File: src/rtl/bearcore_irq_pkg.sv
// Shared definitions for the BearCore-V machine-mode interrupt sequencer.
//   - mcause exception codes of the three machine-level interrupt sources
//   - mtvec mode encodings
//   - trap sequencer state encoding
//   - helpers that build mcause and the trap target address
package bearcore_irq_pkg;

  localparam logic [3:0] CAUSE_MSI = 4'd3;
  localparam logic [3:0] CAUSE_MTI = 4'd7;
  localparam logic [3:0] CAUSE_MEI = 4'd11;

  localparam logic [1:0] MTVEC_DIRECT   = 2'd0;
  localparam logic [1:0] MTVEC_VECTORED = 2'd1;

  typedef enum logic [2:0] {
    ST_IDLE,
    ST_HALT,
    ST_COMMIT,
    ST_REDIRECT,
    ST_RET,
    ST_SLEEP
  } trap_state_e;

  // Interrupt flag in bit 31, exception code in the low nibble.
  function automatic logic [31:0] build_mcause(input logic [3:0] cause);
    return {1'b1, 27'b0, cause};
  endfunction

  // Only mode 1 vectors; the reserved modes 2/3 fall back to direct.
  // The add wraps at 32 bits.
  function automatic logic [31:0] trap_target(input logic [31:0] mtvec,
                                              input logic [3:0]  cause);
    logic [31:0] base;
    base = {mtvec[31:2], 2'b00};
    if (mtvec[1:0] == MTVEC_VECTORED) return base + {26'b0, cause, 2'b00};
    return base;
  endfunction

endpackage

File: src/rtl/irq_sync.sv
// Single-bit level synchronizer, SYNC_STAGES flops deep.
//   clk, rst_n : clock, asynchronous active-low reset (chain clears to 0)
//   level      : raw asynchronous level
//   synced     : level after SYNC_STAGES clock edges
module irq_sync #(
  parameter int SYNC_STAGES = 2
) (
  input  logic clk,
  input  logic rst_n,
  input  logic level,
  output logic synced
);

  logic [SYNC_STAGES-1:0] chain;

  always_ff @(posedge clk or negedge rst_n) begin
    if (!rst_n) begin
      chain <= '0;
    end else begin
      chain[0] <= level;
      for (int i = 1; i < SYNC_STAGES; i++) chain[i] <= chain[i-1];
    end
  end

  assign synced = chain[SYNC_STAGES-1];

endmodule

File: src/rtl/trap_sequencer.sv
// Machine-mode interrupt entry/return controller for the BearCore-V pipeline.
// Synchronizes timer/external/software IRQs, picks the highest-priority
// enabled one (ext > sw > timer), halts fetch until the pipeline drains,
// commits mepc/mcause to the CSR block and redirects the PC. Also sequences
// MRET return and WFI sleep. Every output is a flop.
//   Inputs : clk, rst_n, timer/ext/sw_irq_i (raw levels), mstatus_mie_i,
//            mie_i, mtvec_i, mepc_i, fetch_pc_i, pipe_empty_i,
//            mret_i / wfi_i (one-cycle pulses from EX)
//   Outputs: fetch_halt_o, flush_o, pc_load_o, pc_target_o, csr_trap_we_o,
//            csr_mepc_o, csr_mcause_o, csr_mret_o, wfi_sleep_o,
//            drain_err_o (sticky until reset), busy_o
module trap_sequencer
  import bearcore_irq_pkg::*;
#(
  parameter int SYNC_STAGES = 2,
  parameter int DRAIN_MAX   = 15
) (
  input  logic        clk,
  input  logic        rst_n,
  input  logic        timer_irq_i,
  input  logic        ext_irq_i,
  input  logic        sw_irq_i,
  input  logic        mstatus_mie_i,
  input  logic [31:0] mie_i,
  input  logic [31:0] mtvec_i,
  input  logic [31:0] mepc_i,
  input  logic [31:0] fetch_pc_i,
  input  logic        pipe_empty_i,
  input  logic        mret_i,
  input  logic        wfi_i,
  output logic        fetch_halt_o,
  output logic        flush_o,
  output logic        pc_load_o,
  output logic [31:0] pc_target_o,
  output logic        csr_trap_we_o,
  output logic [31:0] csr_mepc_o,
  output logic [31:0] csr_mcause_o,
  output logic        csr_mret_o,
  output logic        wfi_sleep_o,
  output logic        drain_err_o,
  output logic        busy_o
);

  localparam int                CNT_W    = $clog2(DRAIN_MAX + 1);
  localparam logic [CNT_W-1:0]  CNT_LAST = CNT_W'(DRAIN_MAX - 1);
  localparam logic [CNT_W-1:0]  CNT_SAT  = CNT_W'(DRAIN_MAX);

  logic timer_sync, ext_sync, sw_sync;
  logic pend_mti, pend_mei, pend_msi, any_pend;
  logic [3:0] win_cause;
  logic unused_mie;

  trap_state_e      state_q, state_d;
  logic [CNT_W-1:0] cnt_q, cnt_d;

  logic        fetch_halt_d, flush_d, pc_load_d, csr_trap_we_d, csr_mret_d;
  logic        wfi_sleep_d, drain_err_d, busy_d;
  logic [31:0] pc_target_d, csr_mepc_d, csr_mcause_d;

  irq_sync #(.SYNC_STAGES(SYNC_STAGES)) u_sync_timer (
    .clk(clk), .rst_n(rst_n), .level(timer_irq_i), .synced(timer_sync));
  irq_sync #(.SYNC_STAGES(SYNC_STAGES)) u_sync_ext (
    .clk(clk), .rst_n(rst_n), .level(ext_irq_i), .synced(ext_sync));
  irq_sync #(.SYNC_STAGES(SYNC_STAGES)) u_sync_sw (
    .clk(clk), .rst_n(rst_n), .level(sw_irq_i), .synced(sw_sync));

  assign pend_mti = timer_sync & mie_i[CAUSE_MTI];
  assign pend_mei = ext_sync   & mie_i[CAUSE_MEI];
  assign pend_msi = sw_sync    & mie_i[CAUSE_MSI];
  assign any_pend = pend_mti | pend_mei | pend_msi;

  // Only the three machine-level enable bits matter here.
  assign unused_mie = ^{mie_i[31:12], mie_i[10:8], mie_i[6:4], mie_i[2:0]};

  always_comb begin
    win_cause = CAUSE_MTI;
    if (pend_mei)      win_cause = CAUSE_MEI;
    else if (pend_msi) win_cause = CAUSE_MSI;
  end

  // Outputs are flops, so each one-cycle output value is produced on the
  // transition that enters the state owning it.
  always_comb begin
    state_d       = state_q;
    cnt_d         = '0;
    drain_err_d   = drain_err_o;
    flush_d       = 1'b0;
    pc_load_d     = 1'b0;
    pc_target_d   = '0;
    csr_trap_we_d = 1'b0;
    csr_mepc_d    = '0;
    csr_mcause_d  = '0;
    csr_mret_d    = 1'b0;

    unique case (state_q)
      ST_IDLE: begin
        if (mret_i) begin
          state_d     = ST_RET;
          pc_load_d   = 1'b1;
          flush_d     = 1'b1;
          csr_mret_d  = 1'b1;
          pc_target_d = mepc_i;
        end else if (any_pend && mstatus_mie_i) begin
          state_d = ST_HALT;
        end else if (wfi_i) begin
          state_d = ST_SLEEP;
        end
      end

      ST_HALT: begin
        if (pipe_empty_i) begin
          if (any_pend) begin
            state_d       = ST_COMMIT;
            csr_trap_we_d = 1'b1;
            csr_mepc_d    = fetch_pc_i;
            csr_mcause_d  = build_mcause(win_cause);
          end else begin
            // Source level dropped while draining: spurious, no CSR write.
            state_d = ST_IDLE;
          end
        end else begin
          if (cnt_q >= CNT_LAST) drain_err_d = 1'b1;
          cnt_d = (cnt_q == CNT_SAT) ? cnt_q : cnt_q + CNT_W'(1);
        end
      end

      ST_COMMIT: begin
        state_d     = ST_REDIRECT;
        pc_load_d   = 1'b1;
        flush_d     = 1'b1;
        pc_target_d = trap_target(mtvec_i, csr_mcause_o[3:0]);
      end

      // Pending is deliberately not looked at here: the MIE clear from
      // COMMIT is only visible to IDLE.
      ST_REDIRECT: state_d = ST_IDLE;

      ST_RET: state_d = ST_IDLE;

      // Wake on any enabled source regardless of global MIE.
      ST_SLEEP: if (any_pend) state_d = ST_IDLE;

      default: state_d = ST_IDLE;
    endcase

    fetch_halt_d = (state_d == ST_HALT) || (state_d == ST_COMMIT) ||
                   (state_d == ST_SLEEP);
    wfi_sleep_d  = (state_d == ST_SLEEP);
    busy_d       = (state_d != ST_IDLE);
  end

  always_ff @(posedge clk or negedge rst_n) begin
    if (!rst_n) begin
      state_q       <= ST_IDLE;
      cnt_q         <= '0;
      fetch_halt_o  <= 1'b0;
      flush_o       <= 1'b0;
      pc_load_o     <= 1'b0;
      pc_target_o   <= '0;
      csr_trap_we_o <= 1'b0;
      csr_mepc_o    <= '0;
      csr_mcause_o  <= '0;
      csr_mret_o    <= 1'b0;
      wfi_sleep_o   <= 1'b0;
      drain_err_o   <= 1'b0;
      busy_o        <= 1'b0;
    end else begin
      state_q       <= state_d;
      cnt_q         <= cnt_d;
      fetch_halt_o  <= fetch_halt_d;
      flush_o       <= flush_d;
      pc_load_o     <= pc_load_d;
      pc_target_o   <= pc_target_d;
      csr_trap_we_o <= csr_trap_we_d;
      csr_mepc_o    <= csr_mepc_d;
      csr_mcause_o  <= csr_mcause_d;
      csr_mret_o    <= csr_mret_d;
      wfi_sleep_o   <= wfi_sleep_d;
      drain_err_o   <= drain_err_d;
      busy_o        <= busy_d;
    end
  end

endmodule
File: config.mk
export PLATFORM = sky130hd
export DESIGN_NAME = trap_sequencer
export DESIGN_NICKNAME = d
export VERILOG_FILES = /design/src/rtl/bearcore_irq_pkg.sv /design/src/rtl/irq_sync.sv /design/src/rtl/trap_sequencer.sv
export SDC_FILE = /design/constraint.sdc
export NUM_CORES = 1
export LEC_CHECK = 0
export CELL_PAD_IN_SITES_DETAIL_PLACEMENT = 1
export CELL_PAD_IN_SITES_GLOBAL_PLACEMENT = 1
export CORE_ASPECT_RATIO = 1.2
export CORE_MARGIN = 4
export CORE_UTILIZATION = 28
export DETAILED_ROUTE_END_ITERATION = 6
export PLACE_DENSITY_LB_ADDON = 0.1
export SYNTH_ARGS = -nofsm -noshare
export SYNTH_HDL_FRONTEND = slang
export SYNTH_SLANG_ARGS = --single-unit
File: constraint.sdc
create_clock -name clk -period 2.65 [get_ports clk]
set_clock_uncertainty 0.1 [all_clocks]
set_input_delay 0.3975 -clock clk [delete_from_list [all_inputs] [get_ports clk]]
set_output_delay 0.3975 -clock clk [all_outputs]
set_load 0.02 [all_outputs]
After elaboration in Yosys (flattened, before gate mapping)
Index checks and enable logic that the tools add are counted.

Register bits after elaboration: 116. Input bits: 137. Output and inout port bits: 104. Logic and storage cells: 69.

$add $sub $neg: 2. Order comparisons: 1. Eq/ne operators: 9. Mux-type cells: 30. Bitwise operators: 6. Reductions and logical operators: 6.

Operators with widths (count): $mux W32 (9); $pmux W32 S2 (1); $add A32 B6 Y32 (1); $mux W3 (6); $mux W4 (4); $pmux W3 S4 (1); $mux W1 (7); $eq A3 B1 Y1 const B (2); $eq A3 B2 Y1 const B (2); $eq A3 B3 Y1 const B (2); $add A4 B1 Y4 const B (1); $eq A4 B4 Y1 const B (1); $ge A4 B4 Y1 const B (1); $and A1 B1 Y1 (3); $logic_not A3 Y1 (1); $ne A3 B3 Y1 const B (1); $reduce_and A3 Y1 (1); $reduce_bool A3 Y1 (1); $eq A2 B1 Y1 const B (1); $logic_or A1 B1 Y1 (2); $mux W2 (1); $or A1 B1 Y1 (2); $pmux W1 S2 (1); $logic_and A1 B1 Y1 (1); $not A1 Y1 (1).

Logic depth before layout (Yosys ltp)
Gate-level depths: netlist of run 1.

Depth in word-level cells: 10. Gate-level depth with buffers: 7. Mapped depth without buffers: 7.

Hierarchy
Synthesis of run 1 repeated with hierarchy kept, for this count alone.

Cell total of the unflattened synthesis: 374. Area, all modules: 3973.8 um^2.

By module, submodules not included: trap_sequencer (instances 1, cells each 368, area each 3823.7 um^2, sequential area each 2001.9 um^2); irq_sync (instances 3, cells each 2, area each 50.0 um^2, sequential area each 50.0 um^2).

Least setup slack after synthesis of run 1
Ideal clock, no wire load.

Kind: flip-flop to flip-flop. From: register csr_mcause_o[1]. To: register pc_target_o[10]. Setup time: 0.129 ns. Arrival time: 2.008 ns. Required time: 2.421 ns. Path slack: 0.413 ns. Stages on the path, launching flop included: 8. Buffers on the path: 0. Clock period less this slack: 2.237 ns. Cell sequence: dfrtp_1 ha_1 fa_1 a211oi_2 nor4_4 and3_1 xnor2_1 o21ai_2.

Cells in the longest elaborated chain, start to end: 4.

RTL lines: start: declaration (line trap_sequencer.sv:37) `output logic [31:0] csr_mcause_o,`; start signal: assignment (line trap_sequencer.sv:176) `csr_mcause_o <= csr_mcause_d;`; $add A32 B6 Y32 (line bearcore_irq_pkg.sv:35) `if (mtvec[1:0] == MTVEC_VECTORED) return base + {26'b0, cause, 2'b00};`; $mux W32 (line bearcore_irq_pkg.sv:35); $mux W32 (line bearcore_irq_pkg.sv:36) `return base;`; $pmux W32 S2 (line trap_sequencer.sv:95) `unique case (state_q)`; named net pc_target_d[10] (line trap_sequencer.sv:58) `logic [31:0] pc_target_d, csr_mepc_d, csr_mcause_d;`; end signal: assignment (line trap_sequencer.sv:173) `pc_target_o <= pc_target_d;`; end: declaration (line trap_sequencer.sv:34) `output logic [31:0] pc_target_o,`.

The timed path passes the listed nets, and every way through them passes these cells. The select of a mux whose other input is x is not followed. A chain may end at the register's enable or synchronous reset.

Final worst setup path of run 1
From: input mtvec_i[2]. To: register pc_target_o[10].

Cells in the longest elaborated chain, start to end: 4.

RTL lines: start: declaration (line trap_sequencer.sv:25) `input logic [31:0] mtvec_i,`; $add A32 B6 Y32 (line bearcore_irq_pkg.sv:35); $mux W32 (line bearcore_irq_pkg.sv:35); $mux W32 (line bearcore_irq_pkg.sv:36); $pmux W32 S2 (line trap_sequencer.sv:95); named net pc_target_d[10] (line trap_sequencer.sv:58).

The timed path passes the listed nets, and every way through them passes these cells. The select of a mux whose other input is x is not followed.

==> results.yml, run 1 <==
worst_setup_path:
  critPathSlowestCell: "clkdlybuf4s50_1"
  crit_type: "input port to flop"
  max_stage_delay_ps: 430
  reg2reg_to: "pc_target_o[10]"
  critPathLaunch: "mtvec_i[2]"
  path_max_fanout: 8
  critPathArrivalTime_ps: 2500
  cp-start-kind: "input port"
  cp-end-kind: "flop"
  reg2regPathDepth: 9
  path_common_cell: "buf_4"
  r2r_setup_slack_ps: 400
  cp_data_required_time_ps: 2770
  path_cells: "clkdlybuf4s50_1 -> ha_1 -> fa_1 -> a211oi_2 -> buf_4 -> nor4_4 -> buf_4 -> and3_1 -> xnor2_1 -> o21ai_2"
  r2r-start: "csr_mcause_o[1]"
  cp-endpoint: "pc_target_o[10]"
finish:
  final_common_cell: "clkdlybuf4s50_1"
  finalNetCount: 721
  fillers: 1628
  antenna_cells: 0
  fin_cells: 757
  multi_input_area_sq_mm: 0.00172
  final_layout_size_suffix_gt1_share_pct: 7.39
  seqCellArea_sq_mm: 0.00215
  synthToLayoutAreaGrowth_pct: 55.0
  layout_common_cells: "clkdlybuf4s50_1, dfrtp_1, nand2_1"
timing:
  slew_violations: 0
  rsz0062_at_grt: "false"
  max_freq_mhz: 420
  fin_crit_ps: 2380
  hold_viol: 0
  finalSetupViolCount: 0
  setup_tns_ps: 0
  min_period_over_period_pct: 89.9
  max_slew_margin_pct: 61.2
  fin_hold_ws_ps: 249
  fin_ws_ps: 267
  tightest_slew_ps: 580
grt:
  grt_antenna_before_repair: 0
  grt_max_degree: 52
  grt_pass1_wl_um: 20500
  grt_use_total_pct: 15.7
  first_global_vias: 3835
  gr-total-overflow: 0
synth:
  synth-compound-area-share_pct: 7.57
  yosysSeqAreaShare_pct: 52.1
  syn_avg_cell_area_sq_um: 10.6
  yosys_warnings: 0
  synthAdderAreaFrac_pct: 2.30
  yosysUniqueCellTypes: 52
  synth-simple-area-share_pct: 22.5
  synth_top_family_by_area: "simple AND/OR/NAND/NOR gates"
  synth_mux_area_share_pct: 0.969
  synth_xor_area_share_pct: 5.73
  ys_ff_latch: 86
  ys_dominant_reg_cell: "dfrtp_1"
  synthesis.area_sq_mm: 0.00413
  synth-edff-count: 0
  synthCells: 390
  ys_async_sr_fraction_pct: 100
cts:
  cts_num_sinks: 86
  cts_resized: 0
  cts_tree: "yes"
  postCtsHoldBufs: 1
  path_clk_slew_ps: 60
  post-cts-setup-buffer-count: 0
  clk_path_buf_depth: 2
  clock_latency_ps: 340
  cts_buffers: 9
  cts-root-buf: "clkbuf_16"
  htree_levels: 3
floorplan:
  ios: 241
  die_area_sq_mm: 0.0168
  die_x_um: 119
  core-area_sq_mm: 0.0144
  start_util_pct: 28.7
  die_h_um: 141
  fp-row-count: 48
drt:
  drt-initial-drc-count: 102
  drt_wl_total_um: 13100
  drc: 0
  via_per_inst: 4.55
  drtAntennaViolNets: 0
  drtPass1Iterations: 4
  vias: 3447
  routedWlPerCell_um: 17.2
placed_design:
  dp_cells: 740
  numPortBuffers: 184
  hpwl_um: 10400
  pre_cts_ws_ps: -85.3
  globalplace.congestion: 0.852
flow_run:
  maxCapViolCount: 0
status:
  outcome: "finished clean"
pwr:
  ir_drop_uv: 445
  power_leakage_nw: 2.80
  power_per_cell_area_mw_per_mm2: 714
  finalPower_mw: 4.57
hold_path:
  hp-class: "flop to flop"
==> worst max-delay path: cells and delay by family <==
kind                     cells  cell delay (ps)
AND/OR/NAND/NOR              2              210
XOR/XNOR                     1              160
buffers and inverters        3              760
AO/OA/AOI/OAI                2              300
adder cells (fa/ha/maj)      2              670
==> cell usage after synthesis (all sizes together) (2+ instances only) <==
library cell | count | area share, %
xor2 | 12 | 2.5
buf | 42 | 7.7
and3 | 12 | 1.8
nand2b | 2 | 0.48
nor3b | 3 | 0.55
nor3 | 10 | 1.3
xnor2 | 15 | 3.2
inv | 6 | 0.55
a31oi | 2 | 0.30
a211oi | 2 | 0.48
ha | 6 | 1.8
nand3 | 6 | 0.73
a21oi | 7 | 0.85
clkbuf | 5 | 0.45
nor4 | 6 | 2.1
dfrtp | 86 | 52
and2 | 41 | 6.2
nand2 | 46 | 4.2
nor2 | 15 | 1.4
and4 | 4 | 0.85
o21bai | 2 | 0.36
mux2i | 4 | 0.97
nand4 | 12 | 2.2
o21ai | 29 | 3.6
==> layout make-up <==
cell class	count	area share [%]
clock inverter	6	1.41
clock buffer	10	3.73
sequential	86	33.6
tap	175	3.42
timing repair buffer	197	30.7
multi-input combinational	277	26.8
inverter	6	0.352
==> cell families after synthesis <==
| logic type | after synthesis |
|---|---|
| AO/OA/AOI/OAI | 51 |
| XOR/XNOR | 27 |
| adder cells (fa/ha/maj) | 7 |
| buffers and inverters | 53 |
| flip-flops | 86 |
| multiplexers | 4 |
| other | 1 |
| AND/OR/NAND/NOR | 161 |
==> state kept, by name (all words and copies together) (netlist names), 2 cells and up <==
name / count
cnt_q: 4
csr_mcause_o: 3
csr_mepc_o: 32
pc_target_o: 32
state_q: 3
u_sync_ext.chain: 2
u_sync_sw.chain: 2
u_sync_timer.chain: 2
==> where the power goes <==
group          internal [mW]  total [mW]  switching [mW]
clock                  0.857        1.41           0.554
combinational          0.711        1.51           0.799
sequential              1.54        1.65           0.108
total                   3.11        4.57            1.46
==> how the worst min path moves through the flow <==
| stage | startpoint | end | slack (ps) | cells past startpoint |
|---|---|---|---|---|
| after floorplan | rst_n | busy_o | 2 | 0 |
| after global placement | u_sync_ext.chain[0] | u_sync_ext.chain[1] | 240 | 0 |
| after detailed placement | u_sync_sw.chain[0] | u_sync_sw.chain[1] | 240 | 0 |
| after CTS | u_sync_sw.chain[0] | u_sync_sw.chain[1] | 250 | 0 |
| after global routing | u_sync_ext.chain[0] | u_sync_ext.chain[1] | 270 | 0 |
| final | u_sync_timer.chain[0] | u_sync_timer.chain[1] | 250 | 0 |
==> metal layers <==
layer	share of wire [%]	wire, um	vias up	track usage (%)
li1	-	-	1630	-
met1	38	4930	1660	17.3
met2	51	6610	139	26.9
met3	9.2	1200	18	6.30
met4	2.4	316	0	6.65
met5	0	0	-	0
==> through the flow <==
| stage | cell area, sq um | utilization [%] |
|---|---|---|
| 2_1_floorplan | 4230 | - |
| 3_3_place_gp | 6060 | 42.1 |
| 3_5_place_dp | 6060 | 42.1 |
| 4_1_cts | 6400 | 44.4 |
| 5_1_grt | 6400 | 44.4 |
| 6_report | 6400 | 44.4 |
(Power assumes the default switching activity.)
==> inputs of run 2 (changes only) <==
CORE_ASPECT_RATIO = default   (was 1.2)
CTS_BUF_LIST = sky130_fd_sc_hd__clkbuf_4 sky130_fd_sc_hd__clkbuf_8   (was default)
==> results.yml, run 2 (synthesized netlist as in run 1, its figures left out) <==
status:
  outcome: "finished clean"
cts:
  htree_levels: 3
  cts_num_sinks: 86
  cts_buffers: 9
  cts_resized: 0
  cts-root-buf: "clkbuf_8"
  postCtsHoldBufs: 1
  post-cts-setup-buffer-count: 0
  clk_path_buf_depth: 2
  cts_tree: "yes"
  path_clk_slew_ps: 90
  clock_latency_ps: 370
placed_design:
  dp_cells: 749
  placed_area_sq_mm: 0.00609
  numPortBuffers: 184
  hpwl_um: 9880
  globalplace.congestion: 0.794
hold_path:
  hp-class: "flop to flop"
  min_path_cells: 0
  worstHoldStart: "u_sync_sw.chain[0]"
  worstHoldEndpoint: "u_sync_sw.chain[1]"
timing:
  min_period_over_period_pct: 88.0
  fin_crit_ps: 2330
  max_freq_mhz: 429
  max_slew_margin_pct: 64.2
  finalSetupViolCount: 0
  tightest_slew_ps: 535
  setup_tns_ps: 0
  hold_viol: 0
  fin_hold_ws_ps: 263
  slew_violations: 0
  rsz0062_at_grt: "false"
drt:
  drtAntennaViolNets: 0
  drt_wl_total_um: 12700
  vias: 3396
  drtPass1Iterations: 4
  drc: 0
  via_per_inst: 4.44
  drt-initial-drc-count: 128
  routedWlPerCell_um: 16.6
finish:
  synthToLayoutAreaGrowth_pct: 52.3
  final_common_cell: "clkdlybuf4s50_1"
  finalNetCount: 721
  layout_common_cells: "clkdlybuf4s50_1, dfrtp_1, nand2_1"
  antenna_cells: 0
  fin_cells: 765
  final_layout_size_suffix_gt1_share_pct: 7.23
  largestRegisters: "csr_mepc_o x32, pc_target_o x32, cnt_q x4"
  design_area_sq_mm: 0.00629
floorplan:
  ios: 241
  start_util_pct: 28.5
  core-area_sq_mm: 0.0145
  die_x_um: 129
  die_h_um: 129
  die_area_sq_mm: 0.0168
  fp-row-count: 44
pwr:
  comb_power_share_pct: 37.1
  p_int_mw: 2.70
  ir_drop_uv: 325
  power_leakage_nw: 2.74
  sw_frac_of_total_pct: 34.2
  p_seq_share_pct: 40.0
  power_per_cell_area_mw_per_mm2: 653
  switchingPower_mw: 1.40
  clkPwrFrac_pct: 22.9
worst_setup_path:
  critPathArrivalTime_ps: 2490
  reg2reg_to: "pc_target_o[10]"
  r2r-start: "csr_mcause_o[1]"
  r2r_setup_slack_ps: 420
  cp-start-kind: "input port"
  reg2regPathDepth: 8
  path_max_fanout: 3
  crit_type: "input port to flop"
  cp-end-kind: "flop"
  max_stage_delay_ps: 430
  path_cells: "clkdlybuf4s50_1 -> ha_1 -> fa_1 -> a211oi_2 -> nor4_4 -> buf_4 -> and3_1 -> xnor2_1 -> o21ai_2"
  cp_data_required_time_ps: 2810
  critPathSlowestCell: "clkdlybuf4s50_1"
grt:
  grt_antenna_before_repair: 0
  grt_max_degree: 87
  first_global_vias: 3667
  gr-total-overflow: 0
  grt_pass1_wl_um: 20000
  grt_use_total_pct: 15.5
flow_run:
  maxCapViolCount: 0
[run 2: power groups by stage]
stage                     clock [mW]  sequential (mW)  combinational, mW
after global routing            1.05             1.67               1.66
after CTS                      0.994             1.65               1.55
after global placement             0             1.66               1.53
after detailed placement           0             1.67               1.55
after floorplan                    0             1.92              0.521
final                          0.939             1.64               1.52
[run 2: final cells by class]
cell class	count	area [sq um]
sequential	86	2150
clock buffer	10	131
fill	1627	8190
multi-input combinational	277	1720
tap	184	230
clock inverter	5	60.1
timing repair buffer	197	1980
inverter	6	22.5
[run 2: metrics by stage]
stage                     power [mW]  util (%)  setup slack [ps]
after floorplan                 2.44         -               413
after global placement          3.20      42.0             -59.2
after detailed placement        3.22      42.0             -93.6
after CTS                       4.19      43.4               311
after global routing            4.38      43.4               196
final                           4.11      43.4               319
[run 2: critical path: cells and delay by family]
family / cells / cell delay, ps
buf+inv: 2 / 580
xor+xnor: 1 / 170
fa+ha+maj: 2 / 670
compound gates: 2 / 430
simple gates: 2 / 250
[run 2: layer usage]
layer / share of wire, % / GRT usage, % / vias to the layer above
li1: - / - / 1624
met1: 40 / 18.4 / 1632
met2: 47 / 24.7 / 127
met3: 12 / 7.91 / 13
met4: 1.5 / 4.95 / 0
met5: 0 / 0 / -
[run 2: worst max-delay path by stage]
| stage | start | endpoint | slack [ps] | depth (start not counted) |
|---|---|---|---|---|
| floorplan | csr_mcause_o[1] | pc_target_o[10] | 410 | 7 |
| global placement | mtvec_i[2] | pc_target_o[18] | -60 | 9 |
| detailed placement | mtvec_i[2] | pc_target_o[10] | -90 | 9 |
| CTS | mtvec_i[2] | pc_target_o[10] | 310 | 9 |
| global route | mtvec_i[2] | pc_target_o[10] | 200 | 9 |
| finish | mtvec_i[2] | pc_target_o[10] | 320 | 9 |
